### src/rtl/hp_bar_multi.sv
// hp_bar_multi: hit-point tracker for NCH tanks with a per-channel HP bar
// overlay. Sits in the VGA pipeline and adds one register stage to the
// timing, colour and mouse-position signals passing through it.
module hp_bar_multi #(
    parameter int NCH          = 2,
    parameter int HPW          = 8,
    parameter int HP_MAX       = 100,
    parameter int DAMAGE       = 10,
    parameter int HEAL         = 5,
    parameter int INVUL_FRAMES = 16,
    parameter int BAR_X        = 810,
    parameter int BAR_Y0       = 40,
    parameter int BAR_PITCH    = 30,
    parameter int BAR_H        = 16,
    parameter logic [NCH*12-1:0] BAR_RGB   = 24'hF20_3A0,
    parameter logic [11:0]       FLASH_RGB = 12'hFFF
) (
    input  logic               clk,
    input  logic               rst,
    input  logic [NCH-1:0]     hit,
    input  logic [NCH-1:0]     heal,
    input  logic               restore,
    input  logic               select,
    input  logic               hblnk,
    input  logic               vblnk,
    input  logic               hsync,
    input  logic               vsync,
    input  logic [10:0]        hcount,
    input  logic [9:0]         vcount,
    input  logic [11:0]        rgb,
    input  logic [11:0]        xpos_m,
    input  logic [11:0]        ypos_m,
    output logic               hblnk_out,
    output logic               vblnk_out,
    output logic               hsync_out,
    output logic               vsync_out,
    output logic [10:0]        hcount_out,
    output logic [9:0]         vcount_out,
    output logic [11:0]        rgb_out,
    output logic [11:0]        xpos_m_out,
    output logic [11:0]        ypos_m_out,
    output logic [NCH*HPW-1:0] hp_state,
    output logic [NCH-1:0]     dead,
    output logic [NCH-1:0]     hit_ack
);

    logic [HPW-1:0] hp_r      [NCH];
    logic [7:0]     inv_r     [NCH];
    logic [HPW-1:0] hp_nxt_s  [NCH];
    logic [7:0]     inv_nxt_s [NCH];
    logic [NCH-1:0] ack_nxt_s;
    logic [NCH-1:0] hit_r;
    logic [NCH-1:0] heal_r;
    logic [NCH-1:0] hit_ev_s;
    logic [NCH-1:0] heal_ev_s;
    logic [NCH-1:0] dead_r;
    logic [NCH-1:0] hit_ack_r;
    logic           vblnk_r;
    logic           tick_s;
    logic [11:0]    pix_s;

    assign hit_ev_s  = hit & ~hit_r;
    assign heal_ev_s = heal & ~heal_r;
    assign tick_s    = vblnk & ~vblnk_r;
    assign dead      = dead_r;
    assign hit_ack   = hit_ack_r;

    // Bar colour for the current pixel; iterating downwards lets the lowest channel win.
    always_comb begin
        logic [31:0] h_s;
        logic [31:0] v_s;
        logic [31:0] x_hi_s;
        logic [31:0] y_lo_s;
        pix_s  = rgb;
        h_s    = 32'(hcount);
        v_s    = 32'(vcount);
        x_hi_s = 32'd0;
        y_lo_s = 32'd0;
        for (int i = NCH - 1; i >= 0; i--) begin
            // Right edge is inclusive, so an empty bar still shows a 1-pixel stub.
            x_hi_s = 32'(BAR_X) + 32'(hp_r[i]);
            y_lo_s = 32'(BAR_Y0 + i * BAR_PITCH);
            pix_s  = (h_s >= 32'(BAR_X) && h_s <= x_hi_s &&
                      v_s >= y_lo_s && v_s < y_lo_s + 32'(BAR_H))
                     ? ((inv_r[i] != 8'd0 && inv_r[i][2]) ? FLASH_RGB : BAR_RGB[12*i +: 12])
                     : pix_s;
        end
    end

    // One-cycle video delay with the overlay colour muxed in.
    always_ff @(posedge clk or negedge rst) begin
        if (!rst) begin
            hblnk_out  <= 1'b0;
            vblnk_out  <= 1'b0;
            hsync_out  <= 1'b0;
            vsync_out  <= 1'b0;
            hcount_out <= 11'd0;
            vcount_out <= 10'd0;
            rgb_out    <= 12'd0;
            xpos_m_out <= 12'd0;
            ypos_m_out <= 12'd0;
        end else begin
            hblnk_out  <= hblnk;
            vblnk_out  <= vblnk;
            hsync_out  <= hsync;
            vsync_out  <= vsync;
            hcount_out <= hcount;
            vcount_out <= vcount;
            rgb_out    <= select ? pix_s : rgb;
            xpos_m_out <= xpos_m;
            ypos_m_out <= ypos_m;
        end
    end

    // Per-channel HP / invulnerability update: restore, then hit, then heal.
    always_comb begin
        logic [HPW:0] sum_s;
        sum_s     = {(HPW+1){1'b0}};
        ack_nxt_s = {NCH{1'b0}};
        for (int i = 0; i < NCH; i++) begin
            hp_nxt_s[i]  = hp_r[i];
            inv_nxt_s[i] = inv_r[i];
            // One extra bit so the heal sum cannot wrap before clamping.
            sum_s = {1'b0, hp_r[i]} + (HPW+1)'(HEAL);
            if (restore) begin
                hp_nxt_s[i]  = HPW'(HP_MAX);
                inv_nxt_s[i] = 8'd0;
            end else begin
                if (tick_s && inv_r[i] != 8'd0) begin
                    inv_nxt_s[i] = inv_r[i] - 8'd1;
                end else begin
                    inv_nxt_s[i] = inv_r[i];
                end
                if (hit_ev_s[i] && inv_r[i] == 8'd0 && hp_r[i] != {HPW{1'b0}}) begin
                    hp_nxt_s[i]  = (hp_r[i] > HPW'(DAMAGE)) ? (hp_r[i] - HPW'(DAMAGE)) : {HPW{1'b0}};
                    inv_nxt_s[i] = 8'(INVUL_FRAMES);
                    ack_nxt_s[i] = 1'b1;
                end else if (heal_ev_s[i] && hp_r[i] != {HPW{1'b0}}) begin
                    hp_nxt_s[i] = (sum_s > (HPW+1)'(HP_MAX)) ? HPW'(HP_MAX) : sum_s[HPW-1:0];
                end else begin
                    hp_nxt_s[i] = hp_r[i];
                end
            end
        end
    end

    // Channel state, edge-detect history and frame-tick history registers.
    always_ff @(posedge clk or negedge rst) begin
        if (!rst) begin
            for (int i = 0; i < NCH; i++) begin
                hp_r[i]  <= HPW'(HP_MAX);
                inv_r[i] <= 8'd0;
            end
            hit_r     <= {NCH{1'b0}};
            heal_r    <= {NCH{1'b0}};
            dead_r    <= {NCH{1'b0}};
            hit_ack_r <= {NCH{1'b0}};
            vblnk_r   <= 1'b0;
        end else begin
            for (int i = 0; i < NCH; i++) begin
                hp_r[i]   <= hp_nxt_s[i];
                inv_r[i]  <= inv_nxt_s[i];
                dead_r[i] <= (hp_nxt_s[i] == {HPW{1'b0}});
            end
            hit_r     <= hit;
            heal_r    <= heal;
            hit_ack_r <= ack_nxt_s;
            vblnk_r   <= vblnk;
        end
    end

    // Pack the per-channel HP registers onto the flat status bus.
    always_comb begin
        hp_state = {(NCH*HPW){1'b0}};
        for (int i = 0; i < NCH; i++) begin
            hp_state[HPW*i +: HPW] = hp_r[i];
        end
    end

endmodule

### config.mk
export PLATFORM = sky130hd
export DESIGN_NAME = hp_bar_multi
export DESIGN_NICKNAME = d
export VERILOG_FILES = /design/src/rtl/hp_bar_multi.sv
export SDC_FILE = /design/constraint.sdc
export NUM_CORES = 1
export LEC_CHECK = 0
export BUFFER_PORTS_ARGS = -buffer_cell sky130_fd_sc_hd__buf_2
export CAP_MARGIN = 20
export CORE_MARGIN = 1
export CORE_UTILIZATION = 57
export CTS_CLUSTER_DIAMETER = 60
export DETAILED_ROUTE_END_ITERATION = 8
export PLACE_DENSITY = 0.84
export SETUP_SLACK_MARGIN = 0.2
export SKIP_CTS_REPAIR_TIMING = 1
export SYNTH_ARGS = -nofsm -noshare
export SYNTH_HDL_FRONTEND = slang
export SYNTH_SLANG_ARGS = --single-unit
### constraint.sdc
create_clock -name clk -period 9.1 [get_ports clk]
set_input_delay 0.91 -clock clk [delete_from_list [all_inputs] [get_ports clk]]
set_output_delay 0.91 -clock clk [all_outputs]
set_load 0.01 [all_outputs]
Yosys cells after proc, flatten, opt, wreduce, memory -nomap -nowiden --
Index checks and enable logic that the tools add are counted.
Storage, ports and cells: bits of input ports 69, word-level logic and storage cells 93, bits in registers 101, output and inout port bits 81
Operators by class: magnitude comparators 11, mux-type cells 25, reduce and logical (&&, ||, !) cells 26, add/sub/neg operators 8, bitwise gates (word level) 6
Operators with widths (number):
- 8-bit 2-to-1 mux | 17
- 12-bit 2-to-1 mux | 4
- 8-bit zero test | 4
- 8-bit nonzero test | 4
- 10-bit by 8-bit adder with 11-bit output, first input constant | 2
- 11-bit less-or-equal comparator | 2
- 8-bit by 3-bit adder with 9-bit output, second input constant | 2
- 9-bit by 7-bit > comparator with 1-bit output, second input constant | 2
- 8-bit by 4-bit > comparator with 1-bit output, second input constant | 2
- 1-bit logical AND | 16
- 8-bit by 1-bit subtractor with 8-bit output, second input constant | 2
- 8-bit by 4-bit subtractor with 8-bit output, second input constant | 2
- 11-bit by 10-bit greater-or-equal comparator with 1-bit output, second input constant | 1
- 10-bit by 6-bit greater-or-equal comparator with 1-bit output, second input constant | 1
- 10-bit by 7-bit greater-or-equal comparator with 1-bit output, second input constant | 1
- 10-bit by 6-bit less-than comparator with 1-bit output, second input constant | 1
- 10-bit by 7-bit less-than comparator with 1-bit output, second input constant | 1
- 3-bit nonzero test | 2
- 2-bit bitwise AND | 2
- 1-bit 2-to-1 mux | 4
- 2-bit inverter | 2
- 1-bit bitwise AND | 1
- 1-bit inverter | 1

Logic depth before layout (Yosys ltp) --
Gate-level depths: netlist (run 1).
word-level depth 8, mapped depth 14

Least setup slack after synthesis (run 1) --
Ideal clock, no wire load.
kind flip-flop to flip-flop, start register hp_r (netlist bit hp_state[11]), end register rgb_out[0], arrival 3.235 ns, required time 8.982 ns, slack 5.747 ns, cell stages (with the launch flop) 15, library setup time 0.118 ns, period minus slack after synthesis 3.353 ns, path through dfrtp_1 > clkbuf_1 > buf_2 > a21oi_1 > o21a_1 > or2_2 > inv_1 > ha_1 > a21o_1 > a21o_1 > a21oi_1 > o2111ai_1 > a211oi_1 > nor2_1 > a21o_1
Between the ends: word-level cells in the longest chain between the ends 8
Ends and longest elaborated chain:
- start, declared | line 47 | logic [HPW-1:0] hp_r [NCH];
- start signal, assigned by index | line 151 | hp_r[i] <= HPW'(HP_MAX);
- start signal, assigned by index | line 161 | hp_r[i] <= hp_nxt_s[i];
- 10-bit by 8-bit adder with 11-bit output | line 81 | x_hi_s = 32'(BAR_X) + 32'(hp_r[i]);
- 11-bit less-or-equal comparator | line 83 | pix_s = (h_s >= 32'(BAR_X) && h_s <= x_hi_s &&
- 1-bit logical AND (2 in series) | line 83
- 1-bit logical AND | line 84 | v_s >= y_lo_s && v_s < y_lo_s + 32'(BAR_H))
- 12-bit 2-to-1 mux (2 in series) | line 85 | ? ((inv_r[i] != 8'd0 && inv_r[i][2]) ? FLASH_RGB : BAR_RGB[12*i +: 12])
- 12-bit 2-to-1 mux | line 109 | rgb_out <= select ? pix_s : rgb;
- end signal, assigned | line 109
- end, declared | line 39 | output logic [11:0] rgb_out,
No other way between the ends. A chain may end at the register's enable or synchronous reset.

Worst setup path after layout (run 1) --
start register hp_r (netlist bit hp_state[10]), end register rgb_out[2]
The elaborated chain is that of the path after synthesis.

==> impl_metrics.yaml, run 1 <==
layout:
  n_antenna_cell: 0
  layout_common_cells: "buf_2 (148), dfrtp_1 (95), nor2_1 (50)"
  fin_cells: 777
  drive_gt1_frac: 0.293
  synthToLayoutAreaGrowth_pct: 18.9
  layout_commonest_cell: "buf_2"
  nets: 768
worst_setup_path:
  cp-end-kind: "flip-flop"
  path_max_fanout: 16
  crit_buf_inv: 1
  path_delay_family: "compound AO/OA/AOI/OAI gates"
  crit_chain: "a21oi_1 -> o21a_1 -> or2_2 -> inv_1 -> ha_1 -> a21o_1 -> a21o_1 -> a21oi_1 -> o2111ai_1 -> a211oi_1 -> nor2_1 -> a21o_1"
  critical_path.max_stage_delay_ps: 730
  crit_path_frequent_cell: "a21o_1"
  slowest_stage: "dfstp_2"
  worstPathRequired_ps: 9360
  cp_data_arrival_time_ps: 3890
  path_class: "reg2reg"
  start_kind: "flip-flop"
power:
  p_per_area_nw_per_um2: 291
  internal_power_uw: 1030
  vdd_drop_max_v: 0.000178
  power_switching_uw: 822
  p_sw_frac: 0.444
  clockPowerShare: 0.156
  p_leak_uw: 0.00315
  power_frac_comb: 0.471
  p_seq_frac: 0.373
floorplan:
  die_h_um: 99.0
  num_io_pins: 150
  design.die.area_um2: 9800
  coreArea_um2: 9200
  die_x_um: 99.0
  initial_core_util: 0.583
  rows: 35
timing:
  finClkSkew_ps: 19.7
  tightest_slew_ps: 878
  slew_headroom: 0.414
  grt_setup_unrepaired: "no"
  finalCriticalPeriod_ps: 3630
  setup_tns_ps: 0
  holdWs_ps: 429
  slew_violations: 0
  hold_violations: 0
  setup_violations: 0
  fmax_mhz: 275
  min_period_over_period: 0.399
place:
  post-dp-hpwl_um: 10200
  place_congestion: 0.950
  dp.cells: 761
  portBuffers: 149
clock_tree:
  clkSinkCount: 101
  path_clk_slew_ps: 120
  h-tree-depth: 3
  cts_made_buffers: 9
  cts_root_buf: "clkbuf_8"
  clk_latency_ps: 380
  cts_tree: "yes"
  cts_max_path_buffers: 2
yosys:
  synth_top_area_share: 0.443
  synth-seq-area-share: 0.473
  avgSynthCellArea_um2: 10.4
  synth_top_family_by_area: "simple AND/OR/NAND/NOR gates"
  synthAdderAreaFrac: 0.0887
  synth.area.mux_share: 0.00607
  synth_cell_types: 73
  synth_nets: 624
  synth_ff_type: "dfrtp_1"
  synth-compound-area-share: 0.166
  syn_area_um2: 5360
  synth-edff-count: 0
  yosys-top-cells-area: "dfrtp_1 (44%), ha_1 (8.9%), xnor2_1 (4.1%)"
  ys.warnings.count: 0
  synthXorXnorAreaFrac: 0.0572
  synthCells: 517
  synthSimpleGateAreaFrac: 0.172
  synthArstFlopShare: 1.00
  ys_seq_elements: 101
  synth_largest_area_cell: "dfrtp_1"
global_routing:
  track_usage: 0.281
  grt.overflow.total: 0
  grt_max_degree: 75
  grt_pass1_vias: 4391
  antenna_found_initial: 0
  grt_pass1_wl_um: 21600
flow_run:
  drv_cap: 0
drt:
  viasPerCell: 5.85
  routedWlPerCell_um: 17.4
  first_pass_iters: 9
  drtIter0Drc: 302
  vias: 4548
  ant_nets: 0
  remaining_drc_errors: 2
  wirelength_um: 13500
status:
  violations: "DRC"
  status: "finished, violations left"
hold_path:
  hp-class: "in2async"
-- worst paths after layout --
check | slack, ps | from | end | depth (start not counted)
worst max-delay path | 5470 | hp_state[10] | rgb_out[2] | 12
worst min-delay path | 430 | rst | hit_ack[0] | 1
worst max register to register | 5470 | hp_state[10] | rgb_out[2] | 12
worst min register to register | 560 | inv_r[6] | inv_r[6] | 2
max in group asynchronous | 7450 | rst | inv_r[4] | 2
min in group clk | 560 | inv_r[6] | inv_r[6] | 2
-- power by group through the flow --
stage / combinational, uW / clock, uW / sequential, uW
after detailed placement: 862 / 0 / 697
after global routing: 977 / 311 / 707
after CTS: 869 / 294 / 688
final: 873 / 288 / 692
after floorplan: 687 / 0 / 633
after global placement: 838 / 0 / 689
-- metal layers --
layer / up-vias / routed length (um) / track usage / part of all wire
met2: 191 / 6570 / 0.481 / 0.48
met5: - / 0 / 0 / 0
met4: 0 / 282 / 0.0953 / 0.021
met1: 2208 / 5730 / 0.360 / 0.42
li1: 2124 / - / - / -
met3: 25 / 969 / 0.0511 / 0.072
-- cell type report --
type	count	area [um2]
fillers	711	2820
inverters	30	113
well taps	111	139
clock buffers	10	138
multi-input cells	369	2630
flip-flops and latches	101	2530
clock inverters	6	63.8
repair buffers	150	756
-- cell usage after synthesis (3+ instances only) --
| library cell | instances |
|---|---|
| o21bai_1 | 4 |
| nand4_1 | 6 |
| nor3_1 | 6 |
| inv_1 | 29 |
| dfstp_2 | 6 |
| ha_1 | 38 |
| and2_1 | 3 |
| buf_2 | 7 |
| or4_1 | 3 |
| a211o_1 | 3 |
| nand2b_1 | 5 |
| nor4_1 | 3 |
| xor2_1 | 10 |
| a21oi_1 | 35 |
| nand3b_1 | 4 |
| nor2_1 | 50 |
| nor2b_1 | 8 |
| nor4_2 | 3 |
| or3_1 | 7 |
| nand3_1 | 8 |
| o211ai_1 | 8 |
| o21ai_0 | 24 |
| a21o_1 | 17 |
| o2111ai_1 | 3 |
| nor4b_1 | 7 |
| dfrtp_1 | 95 |
| a211oi_1 | 5 |
| and4_1 | 3 |
| o21a_1 | 3 |
| clkbuf_1 | 7 |
| nand2_1 | 32 |
| xnor2_1 | 25 |
-- metrics by stage --
step	setup slack [ps]	total power [uW]	area, um2	utilization
after floorplan	5750	1320	5360	-
after global placement	5640	1530	6170	0.671
after detailed placement	5500	1560	6170	0.671
after CTS	5480	1850	6370	0.693
after global routing	5140	2000	6370	0.693
final	5470	1850	6370	0.693
-- flip-flops by register name, summed over array words and instances, names as in the netlist --
| register | count |
|---|---|
| xpos_m_out | 12 |
| rgb_out | 12 |
| dead | 2 |
| vsync_out | 1 |
| hsync_out | 1 |
| vblnk_r | 1 |
| heal_r | 2 |
| hit_ack | 2 |
| inv_r | 16 |
| hblnk_out | 1 |
| vcount_out | 10 |
| hit_r | 2 |
| hp_state | 16 |
| ypos_m_out | 12 |
| hcount_out | 11 |
-- cell families after synthesis --
kind of cell | after synthesis
simple gates | 164
compound gates | 129
mux | 3
buf+inv | 47
xor+xnor | 35
flops | 101
fa+ha+maj | 38
Note: power is estimated with default switching activity, not from simulation.
==> run 2: changes to the inputs <==
--- a/config.mk
+++ b/config.mk
@@ -8,10 +8,10 @@
 export BUFFER_PORTS_ARGS = -buffer_cell sky130_fd_sc_hd__buf_2
 export CAP_MARGIN = 20
 export CORE_MARGIN = 1
-export CORE_UTILIZATION = 57
+export CORE_UTILIZATION = 53
 export CTS_CLUSTER_DIAMETER = 60
 export DETAILED_ROUTE_END_ITERATION = 8
-export PLACE_DENSITY = 0.84
+export PLACE_DENSITY = 0.79
 export SETUP_SLACK_MARGIN = 0.2
 export SKIP_CTS_REPAIR_TIMING = 1
 export SYNTH_ARGS = -nofsm -noshare
==> constraint.sdc (replaced) <==
create_clock -name clk -period 3.62 [get_ports clk]
set_input_delay 0.362 -clock clk [delete_from_list [all_inputs] [get_ports clk]]
set_output_delay 0.362 -clock clk [all_outputs]
set_load 0.01 [all_outputs]
==> impl_metrics.yaml, run 2 (synthesis gave the netlist of run 1 again) <==
worst_setup_path:
  cp_data_arrival_time_ps: 3500
  worstPathRequired_ps: 3890
  reg2reg_from: "hp_state[1]"
  crit_chain: "inv_1 -> ha_1 -> inv_1 -> ha_1 -> a21o_1 -> a21o_1 -> a221o_1 -> a221o_1 -> a211oi_4 -> nor2_1 -> a21o_1"
  path_max_fanout: 12
  path_delay_family: "compound AO/OA/AOI/OAI gates"
  cp-end-kind: "flip-flop"
  crit_path_frequent_cell: "a21o_1"
  start_kind: "flip-flop"
  crit_buf_inv: 2
  reg2reg_depth: 11
  path_class: "reg2reg"
  critical_path.max_stage_delay_ps: 580
  rrSetupSlack_ps: 390
  slowest_stage: "dfrtp_1"
  r2r-end: "rgb_out[1]"
global_routing:
  grt_pass1_vias: 4335
  grt.overflow.total: 0
  grt_max_degree: 90
  antenna_found_initial: 0
  track_usage: 0.262
  grt_pass1_wl_um: 21100
hold_path:
  hp-class: "in2reg"
  hp-start: "ypos_m[0]"
  holdPathStages: 1
  min_to: "ypos_m_out[0]"
timing:
  tightest_slew_ps: 587
  slew_violations: 0
  fmax_mhz: 310
  final.setup.worst_slack_ps: 394
  finClkSkew_ps: 9.49
  setup_violations: 0
  hold_violations: 0
  slew_headroom: 0.605
  min_period_over_period: 0.891
  setup_tns_ps: 0
  finalCriticalPeriod_ps: 3230
  grt_setup_unrepaired: "no"
drt:
  viasPerCell: 5.67
  routedWlPerCell_um: 16.7
  drtIter0Drc: 237
  vias: 4582
  wirelength_um: 13500
  remaining_drc_errors: 0
  ant_nets: 0
  first_pass_iters: 4
layout:
  nets: 777
  synthToLayoutAreaGrowth_pct: 21.5
  final_util: 0.667
  n_antenna_cell: 0
  layout_common_cells: "buf_2 (148), dfrtp_1 (95), nor2_1 (50)"
  drive_gt1_frac: 0.302
  layout_commonest_cell: "buf_2"
clock_tree:
  cts_root_buf: "clkbuf_8"
  clk_latency_ps: 370
  clkSinkCount: 101
  h-tree-depth: 3
  cts_made_buffers: 9
  cts_max_path_buffers: 2
  path_clk_slew_ps: 110
  cts_tree: "yes"
floorplan:
  initial_core_util: 0.549
  die_x_um: 103
  coreArea_um2: 9770
  design.die.area_um2: 10500
  die_h_um: 103
  rows: 36
  num_io_pins: 150
power:
  p_per_area_nw_per_um2: 729
  vdd_drop_max_v: 0.000344
  p_leak_uw: 0.00321
place:
  dp_slack_ps: 263
  place_congestion: 0.962
  portBuffers: 149
  post-dp-hpwl_um: 10200
status:
  status: "completed"
flow_run:
  drv_cap: 0
run 2: cell types whose count changed in the layout (fill, tap and decap cells not counted), sizes merged:
cell         previous run  this run
buf                   150       158
bufinv                  0         1
clkbuf                 10         9
clkinv                  2         3
clkinvlp                1         0
dlygate4sd3             0         1
run 2: layer usage:
layer,routed length (um),vias up,global-route usage
li1,-,2141,-
met1,5640,2230,0.329
met2,6440,189,0.441
met3,1150,22,0.0549
met4,299,0,0.101
met5,0,-,0
run 2: how the worst max path moves through the flow:
| stage | start | endpoint | cells past startpoint |
|---|---|---|---|
| final | hp_state[1] | rgb_out[1] | 11 |
| after global placement | hp_state[1] | rgb_out[4] | 11 |
| after global routing | hp_state[10] | rgb_out[1] | 13 |
| after floorplan | hp_state[11] | rgb_out[0] | 14 |
| after detailed placement | hp_state[1] | rgb_out[1] | 11 |
| after CTS | hp_state[1] | rgb_out[1] | 11 |
run 2: final cells by class:
type	count	area [um2]
Clock buffer	9	124
Clock inverter	7	90.1
Fill cell	776	3260
Inverter	30	113
Multi-Input combinational cell	369	2640
Sequential cell	101	2540
Tap cell	133	166
Timing Repair Buffer	159	846
run 2: metrics by stage:
stage / total power, uW / area, um2 / hold WS (ps) / std cells
after floorplan: 3320 / 5360 / 66.4 / 517
final: 4750 / 6520 / 89.1 / 808
after detailed placement: 3950 / 6250 / 472 / 790
after CTS: 4730 / 6470 / 70.9 / 806
after global routing: 5110 / 6520 / 65.8 / 808
after global placement: 3870 / 6250 / 471 / 790
run 2: power breakdown:
part	internal [uW]	switching, uW
combinational	1010	1340
clock	338	432
sequential	1350	281
total	2690	2060
